### src/rtl/fcmp_pkg.sv
`default_nettype none
// +----------------------------------------------------------------------+
// | fcmp_pkg: shared types and helpers for the fcmp_pipe comparator.     |
// | Revision: 1.0                                                        |
// +----------------------------------------------------------------------+
package fcmp_pkg;

  typedef enum logic [1:0] {
    ZERO   = 2'b00,
    NORMAL = 2'b01,
    INF    = 2'b10,
    NAN    = 2'b11
  } exc_t;

  typedef enum logic [2:0] {
    OP_LT  = 3'd0,
    OP_LE  = 3'd1,
    OP_EQ  = 3'd2,
    OP_NE  = 3'd3,
    OP_GT  = 3'd4,
    OP_GE  = 3'd5,
    OP_MIN = 3'd6,
    OP_MAX = 3'd7
  } fcmp_op_t;

  typedef struct packed {
    logic zero;
    logic normal;
    logic inf;
    logic nan;
    logic sign;
  } cls_t;

  function automatic int fp_width(input int we, input int wf);
    return we + wf + 3;
  endfunction

  // Canonical NaN {2'b11, zeros}, right-aligned to an operand of width w.
  function automatic logic [63:0] canon_nan(input int w);
    return {62'd0, NAN} << (w - 2);
  endfunction

endpackage
`default_nettype wire

### src/rtl/fcmp_classify.sv
`default_nettype none
// +----------------------------------------------------------------------+
// | fcmp_classify: decodes one FloPoCo operand into class, sign, {e,f}.  |
// | Revision: 1.0                                                        |
// +----------------------------------------------------------------------+
module fcmp_classify
  import fcmp_pkg::*;
#(
  parameter int WE = 5,
  parameter int WF = 5
) (
  input  logic [WE+WF+2:0] x,
  output logic             is_zero,
  output logic             is_normal,
  output logic             is_inf,
  output logic             is_nan,
  output logic             sign,
  output logic [WE+WF-1:0] mag
);

  exc_t exc;

  assign exc       = exc_t'(x[WE+WF+2 -: 2]);
  assign is_zero   = (exc == ZERO);
  assign is_normal = (exc == NORMAL);
  assign is_inf    = (exc == INF);
  assign is_nan    = (exc == NAN);
  assign sign      = x[WE+WF];
  assign mag       = x[WE+WF-1:0];

endmodule
`default_nettype wire

### src/rtl/fcmp_pipe.sv
`default_nettype none
// +----------------------------------------------------------------------+
// | fcmp_pipe: two-stage multi-mode float comparator, valid/ready stream.|
// | Revision: 1.0                                                        |
// +----------------------------------------------------------------------+
module fcmp_pipe
  import fcmp_pkg::*;
#(
  parameter int WE    = 5,
  parameter int WF    = 5,
  parameter int TAG_W = 4
) (
  input  logic             clk,
  input  logic             rst_n,
  input  logic             in_valid,
  output logic             in_ready,
  input  logic [2:0]       in_op,
  input  logic [WE+WF+2:0] in_x,
  input  logic [WE+WF+2:0] in_y,
  input  logic [TAG_W-1:0] in_tag,
  output logic             out_valid,
  input  logic             out_ready,
  output logic             out_flag,
  output logic [WE+WF+2:0] out_value,
  output logic             out_unord,
  output logic [TAG_W-1:0] out_tag
);

  localparam int            W         = fp_width(WE, WF);
  localparam logic [W-1:0]  CANON_NAN = W'(canon_nan(W));

  cls_t               x_cls, y_cls;
  logic [WE+WF-1:0]   x_mag, y_mag;

  fcmp_classify #(.WE(WE), .WF(WF)) u_cls_x (
    .x(in_x), .is_zero(x_cls.zero), .is_normal(x_cls.normal), .is_inf(x_cls.inf),
    .is_nan(x_cls.nan), .sign(x_cls.sign), .mag(x_mag)
  );

  fcmp_classify #(.WE(WE), .WF(WF)) u_cls_y (
    .x(in_y), .is_zero(y_cls.zero), .is_normal(y_cls.normal), .is_inf(y_cls.inf),
    .is_nan(y_cls.nan), .sign(y_cls.sign), .mag(y_mag)
  );

  logic             advance;
  logic             s1_valid, s2_valid;
  cls_t             s1_xc, s1_yc;
  logic             s1_mag_lt, s1_mag_gt;
  fcmp_op_t         s1_op;
  logic [TAG_W-1:0] s1_tag;
  logic [W-1:0]     s1_x, s1_y;

  logic             lt, gt, eq, unord;
  logic             d_flag;
  logic [W-1:0]     d_value;

  // Numeric a < b for non-NaN operands; ab_lt/ab_gt are the {exp,frac} compares.
  function automatic logic lt_fn(input cls_t a, input cls_t b, input logic ab_lt,
                                 input logic ab_gt);
    if (a.inf)                 return a.sign && !(b.inf && b.sign);
    else if (b.inf)            return !b.sign;
    else if (a.zero && b.zero) return 1'b0;
    else if (a.zero)           return !b.sign;
    else if (b.zero)           return a.sign;
    else if (a.sign != b.sign) return a.sign;
    else                       return a.sign ? ab_gt : ab_lt;
  endfunction

  always_comb begin
    lt      = lt_fn(s1_xc, s1_yc, s1_mag_lt, s1_mag_gt);
    gt      = lt_fn(s1_yc, s1_xc, s1_mag_gt, s1_mag_lt);
    eq      = (s1_xc.zero && s1_yc.zero)
            || (s1_xc.inf && s1_yc.inf && (s1_xc.sign == s1_yc.sign))
            || (s1_xc.normal && s1_yc.normal && (s1_xc.sign == s1_yc.sign)
                && !s1_mag_lt && !s1_mag_gt);
    unord   = s1_xc.nan || s1_yc.nan;
    d_flag  = 1'b0;
    d_value = '0;
    case (s1_op)
      OP_LT:  d_flag = lt && !unord;
      OP_LE:  d_flag = (lt || eq) && !unord;
      OP_EQ:  d_flag = eq && !unord;
      OP_NE:  d_flag = !eq || unord;
      OP_GT:  d_flag = gt && !unord;
      OP_GE:  d_flag = (gt || eq) && !unord;
      OP_MIN: begin
        if (s1_xc.nan && s1_yc.nan) d_value = CANON_NAN;
        else if (s1_xc.nan)         d_value = s1_y;
        else if (s1_yc.nan)         d_value = s1_x;
        else                        d_value = gt ? s1_y : s1_x;
      end
      OP_MAX: begin
        if (s1_xc.nan && s1_yc.nan) d_value = CANON_NAN;
        else if (s1_xc.nan)         d_value = s1_y;
        else if (s1_yc.nan)         d_value = s1_x;
        else                        d_value = lt ? s1_y : s1_x;
      end
      default: ;
    endcase
  end

  // Whole pipe moves together; a full output stage blocks everything upstream.
  assign advance   = !s2_valid || out_ready;
  assign in_ready  = advance;
  assign out_valid = s2_valid;

  always_ff @(posedge clk or negedge rst_n) begin
    if (!rst_n) begin
      s1_valid  <= 1'b0;
      s1_xc     <= '0;
      s1_yc     <= '0;
      s1_mag_lt <= 1'b0;
      s1_mag_gt <= 1'b0;
      s1_op     <= OP_LT;
      s1_tag    <= '0;
      s1_x      <= '0;
      s1_y      <= '0;
      s2_valid  <= 1'b0;
      out_flag  <= 1'b0;
      out_value <= '0;
      out_unord <= 1'b0;
      out_tag   <= '0;
    end else if (advance) begin
      s1_valid  <= in_valid;
      s1_xc     <= x_cls;
      s1_yc     <= y_cls;
      s1_mag_lt <= (x_mag < y_mag);
      s1_mag_gt <= (x_mag > y_mag);
      s1_op     <= fcmp_op_t'(in_op);
      s1_tag    <= in_tag;
      s1_x      <= in_x;
      s1_y      <= in_y;
      s2_valid  <= s1_valid;
      out_flag  <= d_flag;
      out_value <= d_value;
      out_unord <= unord;
      out_tag   <= s1_tag;
    end
  end

endmodule
`default_nettype wire
### config.mk
export PLATFORM = sky130hd
export DESIGN_NAME = fcmp_pipe
export DESIGN_NICKNAME = d
export VERILOG_FILES = /design/src/rtl/fcmp_pkg.sv /design/src/rtl/fcmp_classify.sv /design/src/rtl/fcmp_pipe.sv
export SDC_FILE = /design/constraint.sdc
export NUM_CORES = 1
export LEC_CHECK = 0
export ABC_AREA = 1
export CAP_MARGIN = 10
export CORE_MARGIN = 2
export CORE_UTILIZATION = 30
export CTS_CLUSTER_DIAMETER = 40
export CTS_CLUSTER_SIZE = 30
export DETAILED_ROUTE_END_ITERATION = 12
export GPL_TIMING_DRIVEN = 0
export SETUP_SLACK_MARGIN = 0.05
export SLEW_MARGIN = 40
export SYNTH_ARGS = -nofsm -noshare
export SYNTH_HDL_FRONTEND = slang
export SYNTH_SLANG_ARGS = --single-unit
### constraint.sdc
create_clock -name clk -period 5 [get_ports clk]
set_clock_uncertainty 0.2 [all_clocks]
set_input_delay 1.5 -clock clk [delete_from_list [all_inputs] [get_ports clk]]
set_output_delay 1.5 -clock clk [all_outputs]
set_load 0.01 [all_outputs]
==> parameters.txt <==
Parameter                              Value

STA
  Fin crit share ... 92.5%
  Final-report hold violation count ... 0
  Shortest clock period the worst path allows after layout ... 4620 ps
  Actual transition at the worst max-transition pin ... a little under 600 ps
  Tightest slew margin relative to the limit ... 61.3%
  Count of final setup violators ... 0
  Maximum frequency from static timing analysis ... 216 MHz
  RSZ-0062 raised after global routing ... false
  Total Negative Setup Slacks ... 0 ps
  Final Max Tran Viols ... 0

Clocking
  Root Buffer Master ... sky130_fd_sc_hd__clkbuf_8
  Number of buffers created by CTS ... 9
  Number of clock sinks ... 64
  # Post-CTS Setup Buffers ... 0
  Skew-Pair Late Insertion Delay ... 340 ps
  TritonCTS clock tree ... yes
  Post-CTS clock slew at the launch and capture registers of the worst setup and hold paths ... roughly 60 ps
  Quantity of hold-fixing buffers added after cts ... 0
  Total number of H-tree levels ... 3
  Number of buffers on the longest clock path ... 2

Routing
  Antenna Nets Post-Route ... 0
  Routed vias/inst ... 4.72
  Routed Wire Length ... 9010 um
  Average wire per cell in the routed design ... ~14 um
  DRC viols ... 0
  Total number of vias ... around 3,100
  Length of the first detailed-routing pass in iterations ... 4
  Detailed router's first-iteration violation count ... 104

Layout
  Number of nets in the finished design ... 564
  Fill count ... 1,171
  Number of diodes added for antenna fixing ... 0
  Most common cell after layout, fill and taps aside ... sky130_fd_sc_hd__nand2_1
  Most used cells in the layout excluding fill and tap cells ... sky130_fd_sc_hd__nand2_1, sky130_fd_sc_hd__dfrtp_1, sky130_fd_sc_hd__clkdlybuf4s50_1
  Layout overhead on the synthesized area ... 27.2%
  Fraction of layout cells with a size suffix above 1 ... under 10%

Setup path
  Critical path endpoint category ... primary output
  Crit path kind ... in -> out
  Path depth of the worst reg2reg path ... 15
  CP max stage delay ... 520 ps
  Worst endpoint required time ... 3300 ps
  Max stage delay cell, worst path ... sky130_fd_sc_hd__clkdlybuf4s50_1
  Startpoint of the worst-slack reg-to-reg timing path ... s1_x[10]
  Launching element type of the critical path ... input pin
  Flop2flop setup slack ... 2930 ps
  Most prevalent standard cell on the critical path ... sky130_fd_sc_hd__clkdlybuf4s50_1
  Largest fanout on the critical path ... 17
  WP data arrival ... 2920 ps
  Ordered list of cells on the worst path ... clkdlybuf4s50_1 -> nor2_2 -> inv_2 -> clkdlybuf4s50_1
  Endpoint of the worst register-to-register path ... out_value[1]

Hold path
  Path class of the lowest-slack min-delay path ... reg -> reg
  Launch instance of the worst min-delay path ... s1_valid
  Hold-critical path depth ... 2
  Hold Crit Endpoint ... out_valid

Pwr
  Power per Cell Area ... 338 mW/mm2
  Reported leakage power ... 2.17 nW
  Total power ... between 1 and 1.5 mW
  Peak ir drop on the vdd network ... 0.000114 V

Global routing
  Congestion Overflow GR ... 0
  Maximum number of pins on one net before global-route repair ... 40
  Antenna violations before repair ... 0
  Wire length of the first global-routing pass ... approximately 15,000 um
  Vias in the first global route ... 3,198
  Tot GR Track Use ... 16.5%

Placement
  PortBufs ... 57
  Routability-driven placement congestion ratio ... 0.828
  Detail Placement HPWL ... 6750 um

Die
  Die Y ... 110 um
  # IOs ... 58
  DIE WIDTH ... between 100 and 150 um
  Area of the die ... between 0.01 and 0.015 mm2
  Floorplan core area ... approximately 0.011 mm2
  Count of standard-cell rows ... 38
  Initial core utilization ... 30.9%

Yosys
  Multiplexer fraction of the synthesized cell area ... 0%
  Area share of fa/ha/maj cells after synthesis ... around 3.7%
  Share of the yosys chip area belonging to registers ... 47.9%
  Number of flip-flops and latches in the synthesized netlist ... 64
  Synth Area in Compound Gates ... 8.71%
  Cell area after technology mapping ... 0.00335 mm2
  Cell variety after synth ... 26
  Average instance area after synthesis ... 7.45 um2
  Post-synth top area share ... a little under half
  Top cells by area in the synthesized netlist ... sky130_fd_sc_hd__dfrtp_1, sky130_fd_sc_hd__nand2_1, sky130_fd_sc_hd__o21ai_0, sky130_fd_sc_hd__nand3_1, sky130_fd_sc_hd__inv_1
  Synth Net Count ... 496
  Post-Synth Simple-Gate Area ... a little under a third
  Largest family of logic cells by synthesized area ... simple AND/OR/NAND/NOR gates
  Number of standard cells after synthesis ... 449
  Xor-xnor portion of the synthesized cell area ... 0%
  Synth warnings ... 0
  Biggest area consumer among synthesized cells ... sky130_fd_sc_hd__dfrtp_1

Flow run
  Max-Cap Viols ... 0

Status
  Status ... complete, no violations
-- critical path: cells and delay by family --
kind	cells	cell delay (ps)
simple gates	1	270
buf+inv	3	1140
-- metal layers --
metal  part of all wire [%]  wire length [um]  vias to the layer above  GRT usage, %
li1                       -                 -                     1548             -
met1                     43              3880                     1463          20.0
met2                     49              4430                       85          28.7
met3                    6.9               623                        8          4.39
met4                   0.87                78                        0          4.34
met5                      0                 0                        -             0
-- cells in the mapped netlist --
cell type and instances:
sky130_fd_sc_hd__inv_1 44, sky130_fd_sc_hd__nor3_1 3, sky130_fd_sc_hd__nand4_1 4, sky130_fd_sc_hd__o21ai_0 40, sky130_fd_sc_hd__nor2_4 1, sky130_fd_sc_hd__dfrtp_1 64
sky130_fd_sc_hd__buf_6 2, sky130_fd_sc_hd__nand2_4 1, sky130_fd_sc_hd__buf_2 1, sky130_fd_sc_hd__o21a_1 1, sky130_fd_sc_hd__o211ai_1 1, sky130_fd_sc_hd__nand2_2 2
sky130_fd_sc_hd__nor2_1 6, sky130_fd_sc_hd__nand3_4 1, sky130_fd_sc_hd__inv_2 7, sky130_fd_sc_hd__a41oi_1 1, sky130_fd_sc_hd__clkbuf_1 13, sky130_fd_sc_hd__and3_1 1
sky130_fd_sc_hd__nand2_1 194, sky130_fd_sc_hd__nand3_2 1, sky130_fd_sc_hd__ha_1 10, sky130_fd_sc_hd__o22ai_1 3, sky130_fd_sc_hd__nand3_1 37, sky130_fd_sc_hd__o2111ai_1 1
sky130_fd_sc_hd__buf_4 2, sky130_fd_sc_hd__a21oi_1 8
-- cell type report --
cell class / instances / area [um2] / share of cell area (%)
Buffer: 17 / 87.6 / 2.06
Inverter: 51 / 191 / 4.50
Clock inverter: 2 / 10.0 / 0.235
Clock buffer: 10 / 138 / 3.23
Multi-Input combinational cell: 316 / 1460 / 34.4
Timing Repair Buffer: 58 / 588 / 13.8
Sequential cell: 64 / 1600 / 37.6
Tap cell: 140 / 175 / 4.12
-- stage by stage --
stage	util (%)	area, um2	setup WS, ps	std cells	hold WS (ps)
6_report	39.3	4260	376	658	250
5_1_grt	39.3	4260	287	658	292
4_1_cts	39.3	4260	88.6	659	256
3_5_place_dp	37.9	4110	8.90	647	240
3_3_place_gp	37.7	4090	27.2	646	235
2_1_floorplan	-	3350	1190	449	220
-- state kept, by name, indices dropped and copies added (netlist names), 3 cells and up --
name / flops
out_value: 13
s1_x: 13
s1_y: 13
out_tag: 4
s1_tag: 4
s1_xc: 4
s1_yc: 4
s1_op: 3
-- worst max-delay path by stage --
stage	end	depth (start not counted)	slack (ps)	from
2_1_floorplan	in_ready	3	1190	out_ready
3_3_place_gp	in_ready	5	30	out_ready
3_5_place_dp	in_ready	5	9	out_ready
4_1_cts	in_ready	5	90	out_ready
5_1_grt	in_ready	4	290	out_ready
6_report	in_ready	4	380	out_ready
-- what timing repair did --
action	CTS	global route
cloned	0	0
endpoints found under the setup margin	1	1
pin swaps	0	0
resized for setup	1	0
-- power by group --
group          switching, mW  internal [mW]  total, mW
registers             0.0436          0.591      0.634
clock network          0.187          0.180      0.368
logic                  0.260          0.177      0.437
-- kinds of logic after synthesis --
family	after synthesis
compound gates	55
flops	64
buf+inv	69
fa+ha+maj	10
simple gates	251
Note: power is estimated with default switching activity, not from simulation.
